[src/rtl/writeback_arbiter_if.sv]
// rtl/writeback_arbiter_if.sv - requester, flush and writeback-stage bundle for writeback_arbiter
interface writeback_arbiter_if #(
    parameter int NUM_REQ = 3
);
    logic [NUM_REQ-1:0]       req_valid;
    logic [NUM_REQ-1:0]       req_reg_write;
    logic [NUM_REQ-1:0][5:0]  req_dest_phys_reg_tag;
    logic [NUM_REQ-1:0][31:0] req_data;
    logic [NUM_REQ-1:0][4:0]  req_ROB_index;
    logic [NUM_REQ-1:0]       req_ready;

    logic [4:0]               rob_head_index;
    logic                     flush;

    logic                     wb_valid;
    logic                     wb_reg_write;
    logic [5:0]               wb_dest_phys_reg_tag;
    logic [31:0]              wb_data;
    logic [4:0]               wb_ROB_index;

    modport slave (
        input  req_valid,
        input  req_reg_write,
        input  req_dest_phys_reg_tag,
        input  req_data,
        input  req_ROB_index,
        output req_ready,
        input  rob_head_index,
        input  flush,
        output wb_valid,
        output wb_reg_write,
        output wb_dest_phys_reg_tag,
        output wb_data,
        output wb_ROB_index
    );

    modport master (
        output req_valid,
        output req_reg_write,
        output req_dest_phys_reg_tag,
        output req_data,
        output req_ROB_index,
        input  req_ready,
        output rob_head_index,
        output flush,
        input  wb_valid,
        input  wb_reg_write,
        input  wb_dest_phys_reg_tag,
        input  wb_data,
        input  wb_ROB_index
    );
endinterface

[src/rtl/writeback_arbiter.sv]
// rtl/writeback_arbiter.sv - one-of-N writeback arbiter feeding a single registered wb stage
// Round-robin by default; define WB_AGE_PRIORITY_EN to pick the oldest instruction by ROB age.
module writeback_arbiter #(
    parameter int NUM_REQ     = 3,
    parameter int LOG_NUM_REQ = $clog2(NUM_REQ)
) (
    input  logic               CLK,
    input  logic               nRST,
    writeback_arbiter_if.slave bus
);
    localparam int PTR_W = (LOG_NUM_REQ > 0) ? LOG_NUM_REQ : 1;

    logic [PTR_W-1:0] ptr;
    logic [PTR_W-1:0] sel;
    logic [PTR_W-1:0] ptr_next;
    logic             found;
    logic             grant_any;

`ifdef WB_AGE_PRIORITY_EN
    // Age is distance from the ROB head; the 5-bit wrap subtraction handles head wraparound.
    always_comb begin
        logic [4:0] age;
        logic [4:0] best_age;
        found    = 1'b0;
        sel      = '0;
        age      = '0;
        best_age = '0;
        for (int i = 0; i < NUM_REQ; i++) begin
            age = bus.req_ROB_index[i] - bus.rob_head_index;
            if (bus.req_valid[i] && (!found || (age < best_age))) begin
                found    = 1'b1;
                best_age = age;
                sel      = PTR_W'(i);
            end
        end
    end
`else
    logic unused_rob_head;
    assign unused_rob_head = ^bus.rob_head_index;

    always_comb begin
        int idx;
        logic [PTR_W-1:0] cand;
        found = 1'b0;
        sel   = '0;
        idx   = 0;
        cand  = '0;
        for (int off = 0; off < NUM_REQ; off++) begin
            idx = int'(ptr) + off;
            if (idx >= NUM_REQ) begin
                idx = idx - NUM_REQ;
            end
            cand = PTR_W'(idx);
            if (!found && bus.req_valid[cand]) begin
                found = 1'b1;
                sel   = cand;
            end
        end
    end
`endif

    // No grant while held in reset or during a flush; consumers never stall otherwise.
    assign grant_any = found && !bus.flush && nRST;

    always_comb begin
        bus.req_ready = '0;
        if (grant_any) begin
            bus.req_ready[sel] = 1'b1;
        end
    end

    assign ptr_next = (sel == PTR_W'(NUM_REQ - 1)) ? '0 : (sel + PTR_W'(1));

    always_ff @(posedge CLK or negedge nRST) begin
        if (!nRST) begin
            ptr                      <= '0;
            bus.wb_valid             <= 1'b0;
            bus.wb_reg_write         <= 1'b0;
            bus.wb_dest_phys_reg_tag <= '0;
            bus.wb_data              <= '0;
            bus.wb_ROB_index         <= '0;
        end else begin
            bus.wb_valid     <= grant_any;
            bus.wb_reg_write <= grant_any && bus.req_reg_write[sel];
            if (grant_any) begin
                ptr                      <= ptr_next;
                bus.wb_dest_phys_reg_tag <= bus.req_dest_phys_reg_tag[sel];
                bus.wb_data              <= bus.req_data[sel];
                bus.wb_ROB_index         <= bus.req_ROB_index[sel];
            end
        end
    end
endmodule

[src/flat_wrapper.sv]
// flat-port wrapper written by rule: the top's interface ports become plain ports
module writeback_arbiter_flat 
#(
    parameter int NUM_REQ     = 3,
    parameter int LOG_NUM_REQ = $clog2(NUM_REQ)
)
  (CLK, nRST, bus_req_valid, bus_req_reg_write, bus_req_dest_phys_reg_tag, bus_req_data, bus_req_ROB_index, bus_req_ready, bus_rob_head_index, bus_flush, bus_wb_valid, bus_wb_reg_write, bus_wb_dest_phys_reg_tag, bus_wb_data, bus_wb_ROB_index);
  writeback_arbiter_if #(.NUM_REQ(NUM_REQ)) bus_i ();
  input  logic CLK;
  input  logic nRST;
  input wire logic [$bits(bus_i.req_valid)-1:0] bus_req_valid;
  input wire logic [$bits(bus_i.req_reg_write)-1:0] bus_req_reg_write;
  input wire logic [$bits(bus_i.req_dest_phys_reg_tag)-1:0] bus_req_dest_phys_reg_tag;
  input wire logic [$bits(bus_i.req_data)-1:0] bus_req_data;
  input wire logic [$bits(bus_i.req_ROB_index)-1:0] bus_req_ROB_index;
  output wire logic [$bits(bus_i.req_ready)-1:0] bus_req_ready;
  input wire logic [$bits(bus_i.rob_head_index)-1:0] bus_rob_head_index;
  input wire logic [$bits(bus_i.flush)-1:0] bus_flush;
  output wire logic [$bits(bus_i.wb_valid)-1:0] bus_wb_valid;
  output wire logic [$bits(bus_i.wb_reg_write)-1:0] bus_wb_reg_write;
  output wire logic [$bits(bus_i.wb_dest_phys_reg_tag)-1:0] bus_wb_dest_phys_reg_tag;
  output wire logic [$bits(bus_i.wb_data)-1:0] bus_wb_data;
  output wire logic [$bits(bus_i.wb_ROB_index)-1:0] bus_wb_ROB_index;
  assign bus_i.req_valid = bus_req_valid;
  assign bus_i.req_reg_write = bus_req_reg_write;
  assign bus_i.req_dest_phys_reg_tag = bus_req_dest_phys_reg_tag;
  assign bus_i.req_data = bus_req_data;
  assign bus_i.req_ROB_index = bus_req_ROB_index;
  assign bus_req_ready = bus_i.req_ready;
  assign bus_i.rob_head_index = bus_rob_head_index;
  assign bus_i.flush = bus_flush;
  assign bus_wb_valid = bus_i.wb_valid;
  assign bus_wb_reg_write = bus_i.wb_reg_write;
  assign bus_wb_dest_phys_reg_tag = bus_i.wb_dest_phys_reg_tag;
  assign bus_wb_data = bus_i.wb_data;
  assign bus_wb_ROB_index = bus_i.wb_ROB_index;
  writeback_arbiter #(.NUM_REQ(NUM_REQ), .LOG_NUM_REQ(LOG_NUM_REQ)) u_core (.CLK(CLK), .nRST(nRST), .bus(bus_i));
endmodule
[config.mk]
export PLATFORM = sky130hd
export DESIGN_NAME = writeback_arbiter_flat
export DESIGN_NICKNAME = d
export VERILOG_FILES = /design/src/rtl/writeback_arbiter_if.sv /design/src/rtl/writeback_arbiter.sv /design/src/flat_wrapper.sv
export SDC_FILE = /design/constraint.sdc
export NUM_CORES = 1
export LEC_CHECK = 0
export ABC_AREA = 1
export CORE_MARGIN = 2
export CORE_UTILIZATION = 30
export CTS_BUF_LIST = sky130_fd_sc_hd__clkbuf_8
export DETAILED_ROUTE_END_ITERATION = 7
export DONT_BUFFER_PORTS = 1
export PLACE_DENSITY = 0.49
export SETUP_SLACK_MARGIN = 0.15
export SLEW_MARGIN = 25
export SYNTH_ARGS = -nofsm -noshare
export SYNTH_HDL_FRONTEND = slang
export SYNTH_SLANG_ARGS = --single-unit
[constraint.sdc]
create_clock -name CLK -period 3.3 [get_ports CLK]
set_input_delay 0.66 -clock CLK [delete_from_list [all_inputs] [get_ports CLK]]
set_output_delay 0.66 -clock CLK [all_outputs]
set_load 0.02 [all_outputs]
==> reports/qor.txt <==
===========================================================================
Power per Cell Area ..........................................  1410 mW/mm2
Max-cap check violation count ................................            0
Most area-hungry cell type in the Yosys netlist .............. sky130_fd_sc_hd__dfrtp_1
Total of flip-flops plus latches after synthesis .............           47
Outcome ...................................................... finished clean
Via density ..................................................         5.11
CTS tree .....................................................        built
Distinct cell type count after synthesis .....................           21
Drt wl/cell ..................................................      15.9 um
Critical path endpoint category ..............................   output pin
Kind of path behind the tightest hold check .................. input port to asynchronous set/reset pin
Starting Density .............................................        30.5%
Number of clock sinks ........................................           47
Library cell used as clock root buffer ....................... sky130_fd_sc_hd__clkbuf_8
Dominant cells by area after synthesis ....................... sky130_fd_sc_hd__dfrtp_1, sky130_fd_sc_hd__nand2_1, sky130_fd_sc_hd__a21oi_1, sky130_fd_sc_hd__nand3_1, sky130_fd_sc_hd__nor2_1
Pin count of the biggest net entering global routing .........           49
Count of endpoints failing setup in the final report .........            0
Final max-slew violation count ...............................            0
Grt total ovfl ...............................................            0
RSZ-0062 raised after global routing .........................           no
Worst Path Class, Setup ...................................... flip-flop to output pin
Total vias in the final route ................................         2985
HPWL after DPL ...............................................      6480 um
DIE AREA .....................................................   0.0111 mm2
Highest-count cells in the layout ignoring fill and taps ..... sky130_fd_sc_hd__nand2_1, sky130_fd_sc_hd__a21oi_1, sky130_fd_sc_hd__nand3_1, sky130_fd_sc_hd__nor2_1, sky130_fd_sc_hd__dfrtp_1
Post-layout net count ........................................          594
Overall fraction of global-route tracks in use ...............        15.9%
Residual DRC .................................................            0
Layout filler cell count .....................................         1116
Static power due to leakage ..................................      1.66 nW
Antenna diode count ..........................................            0
Fraction of final layout cells sized beyond drive strength 1 .        10.3%
Warnings, synthesis ..........................................            0
Top cell type's share of synthesized area ....................        38.1%
Input/output buffers .........................................            0
Post-Place Worst Slack .......................................       408 ps
Worst-case register-to-register setup slack ..................       800 ps
CTS Buf Count ................................................            5
Routability-driven placement congestion ratio ................        0.822
Router iterations before antenna repair ......................            4
Worst-path fanout max ........................................            8
DIE WIDTH ....................................................       105 um
Crit start category ..........................................    flip-flop
Avg Inst Size Synth ..........................................     6.76 um2
Clock Latency Late Sink ......................................       300 ps
Level count of the clock H-tree ..............................            2
Number of top-level pins .....................................          191
Final Critical Period ........................................      2960 ps
Syn_nets .....................................................          604
Post-synthesis cell area .....................................  0.00309 mm2
Crit path required time ......................................      2640 ps
1st-iter DRT viols ...........................................          221
Maximum buffer depth of the clock tree .......................            2
Headroom to the max-slew limit ...............................        65.9%
Gate Count Post-Synth ........................................          457
Height of the die ............................................       105 um
Worst voltage drop across the vdd grid .......................     0.674 mV
Sequential fraction of the synthesis area ....................        38.1%
Final critical-path share of the clock period ................        89.8%
Actual slew at the worst max-slew pin ........................       511 ps
Vias in the first global route ...............................         2833
Area of the core .............................................   0.0101 mm2
Register Area ................................................  0.00118 mm2
Post-route clock skew ........................................      7.87 ps
Number of rows in the core area ..............................           37
Total Routed Length ..........................................      9270 um
R2R cell count ...............................................           14
Final setup TNS ..............................................         0 ps
Number of antenna-violating nets in the routed design ........            0
Multi-input gate area in the final layout ....................  0.00166 mm2
Wire length of the first global-routing pass .................     14400 um
Final worst slack ............................................       337 ps
Final hold violation count ...................................            0
Leading cell type in the layout, fill and taps excluded ...... sky130_fd_sc_hd__nand2_1
Initial antenna violation count ..............................            0
CP Data Arrival Time .........................................      2300 ps
Layout overhead on the synthesized area ......................        7.78%
Reg clk slew, reported paths .................................        90 ps
Fmax .........................................................      337 MHz
===========================================================================
layer usage:
metal	wire, um	GRT usage (%)
met2	4720	28.3
met1	3550	17.4
met5	0	0
met3	733	5.13
met4	265	6.10
cells in the mapped netlist:
library cell               number
sky130_fd_sc_hd__a21oi_1       86
sky130_fd_sc_hd__buf_2         18
sky130_fd_sc_hd__buf_4          8
sky130_fd_sc_hd__buf_6          3
sky130_fd_sc_hd__buf_8          1
sky130_fd_sc_hd__clkbuf_1       2
sky130_fd_sc_hd__dfrtp_1       47
sky130_fd_sc_hd__ha_1           4
sky130_fd_sc_hd__inv_1         10
sky130_fd_sc_hd__inv_2          7
sky130_fd_sc_hd__nand2_1      149
sky130_fd_sc_hd__nand2_2        3
sky130_fd_sc_hd__nand2_4        2
sky130_fd_sc_hd__nand3_1       52
sky130_fd_sc_hd__nand3_2        3
sky130_fd_sc_hd__nand3_4        2
sky130_fd_sc_hd__nor2_1        54
sky130_fd_sc_hd__nor3_1         1
sky130_fd_sc_hd__o21ai_1        3
sky130_fd_sc_hd__o22ai_1        1
sky130_fd_sc_hd__or2_2          1
area by class of cell:
cell class	instances	share of cell area (%)
Clock buffer	6	2.48
Clock inverter	2	1.05
Inverter	17	1.92
Multi-Input combinational cell	362	50.0
Sequential cell	47	35.3
Tap cell	136	5.11
Timing Repair Buffer	14	4.14
per-stage QoR:
stage	area, um2	total power [mW]	cells	util, %	hold slack (ps)
5_1_grt	3330	5.15	584	32.8	10.0
3_3_place_gp	3160	4.12	572	31.1	365
6_report	3330	4.68	584	32.8	45.2
3_5_place_dp	3180	4.23	573	31.4	365
2_1_floorplan	3090	3.69	457	-	364
4_1_cts	3310	4.72	582	32.7	31.2
final timing paths:
check                                  from                            endpoint
max                           u_core.ptr[0]                    bus_req_ready[1]
min                                    nRST              u_core.bus.wb_data[27]
max reg2reg                   u_core.ptr[0]          u_core.bus.wb_ROB_index[2]
min reg2reg                   u_core.ptr[1]                       u_core.ptr[1]
max in group asynchronous              nRST  u_core.bus.wb_dest_phys_reg_tag[5]
min in group CLK           bus_req_data[72]               u_core.bus.wb_data[8]
power by group:
part	total [mW]	internal (mW)	switching, mW
clock	0.446	0.246	0.200
combinational	2.81	0.945	1.87
sequential	1.42	0.864	0.560
cell families after synthesis:
kind of cell	share of synthesized area, %
simple gates	36.9
compound gates	14.6
buf+inv	8.75
flops	38.1
fa+ha+maj	1.62
flip-flops by register name, indices dropped and copies added (netlist names):
register / count
u_core.bus.wb_dest_phys_reg_tag: 6
u_core.bus.wb_data: 32
u_core.bus.wb_valid: 1
u_core.ptr: 2
u_core.bus.wb_ROB_index: 5
u_core.bus.wb_reg_write: 1
worst max-delay path, cell delays in order, from the launching register on:
cell,delay (ps)
sky130_fd_sc_hd__dfrtp_1,430
sky130_fd_sc_hd__inv_2,100
sky130_fd_sc_hd__ha_2,330
sky130_fd_sc_hd__inv_2,110
sky130_fd_sc_hd__nand2_1,60
sky130_fd_sc_hd__nand3_1,80
sky130_fd_sc_hd__nand2_1,90
sky130_fd_sc_hd__nand3_2,100
sky130_fd_sc_hd__buf_4,130
sky130_fd_sc_hd__nor2_1,40
sky130_fd_sc_hd__or2_2,290
sky130_fd_sc_hd__inv_1,60
sky130_fd_sc_hd__nor2_1,40
sky130_fd_sc_hd__buf_4,150
timing repair:
item / 4_1_cts / 5_1_grt
hold buffers: 0 / 0
gates cloned: 1 / 0
buffers inserted: 0 / 2
endpoints found under the setup margin: 1 / 3
pin swaps: 1 / 1
resized for setup: 1 / 2
No activity file was read; power rests on OpenSTA's default activity.
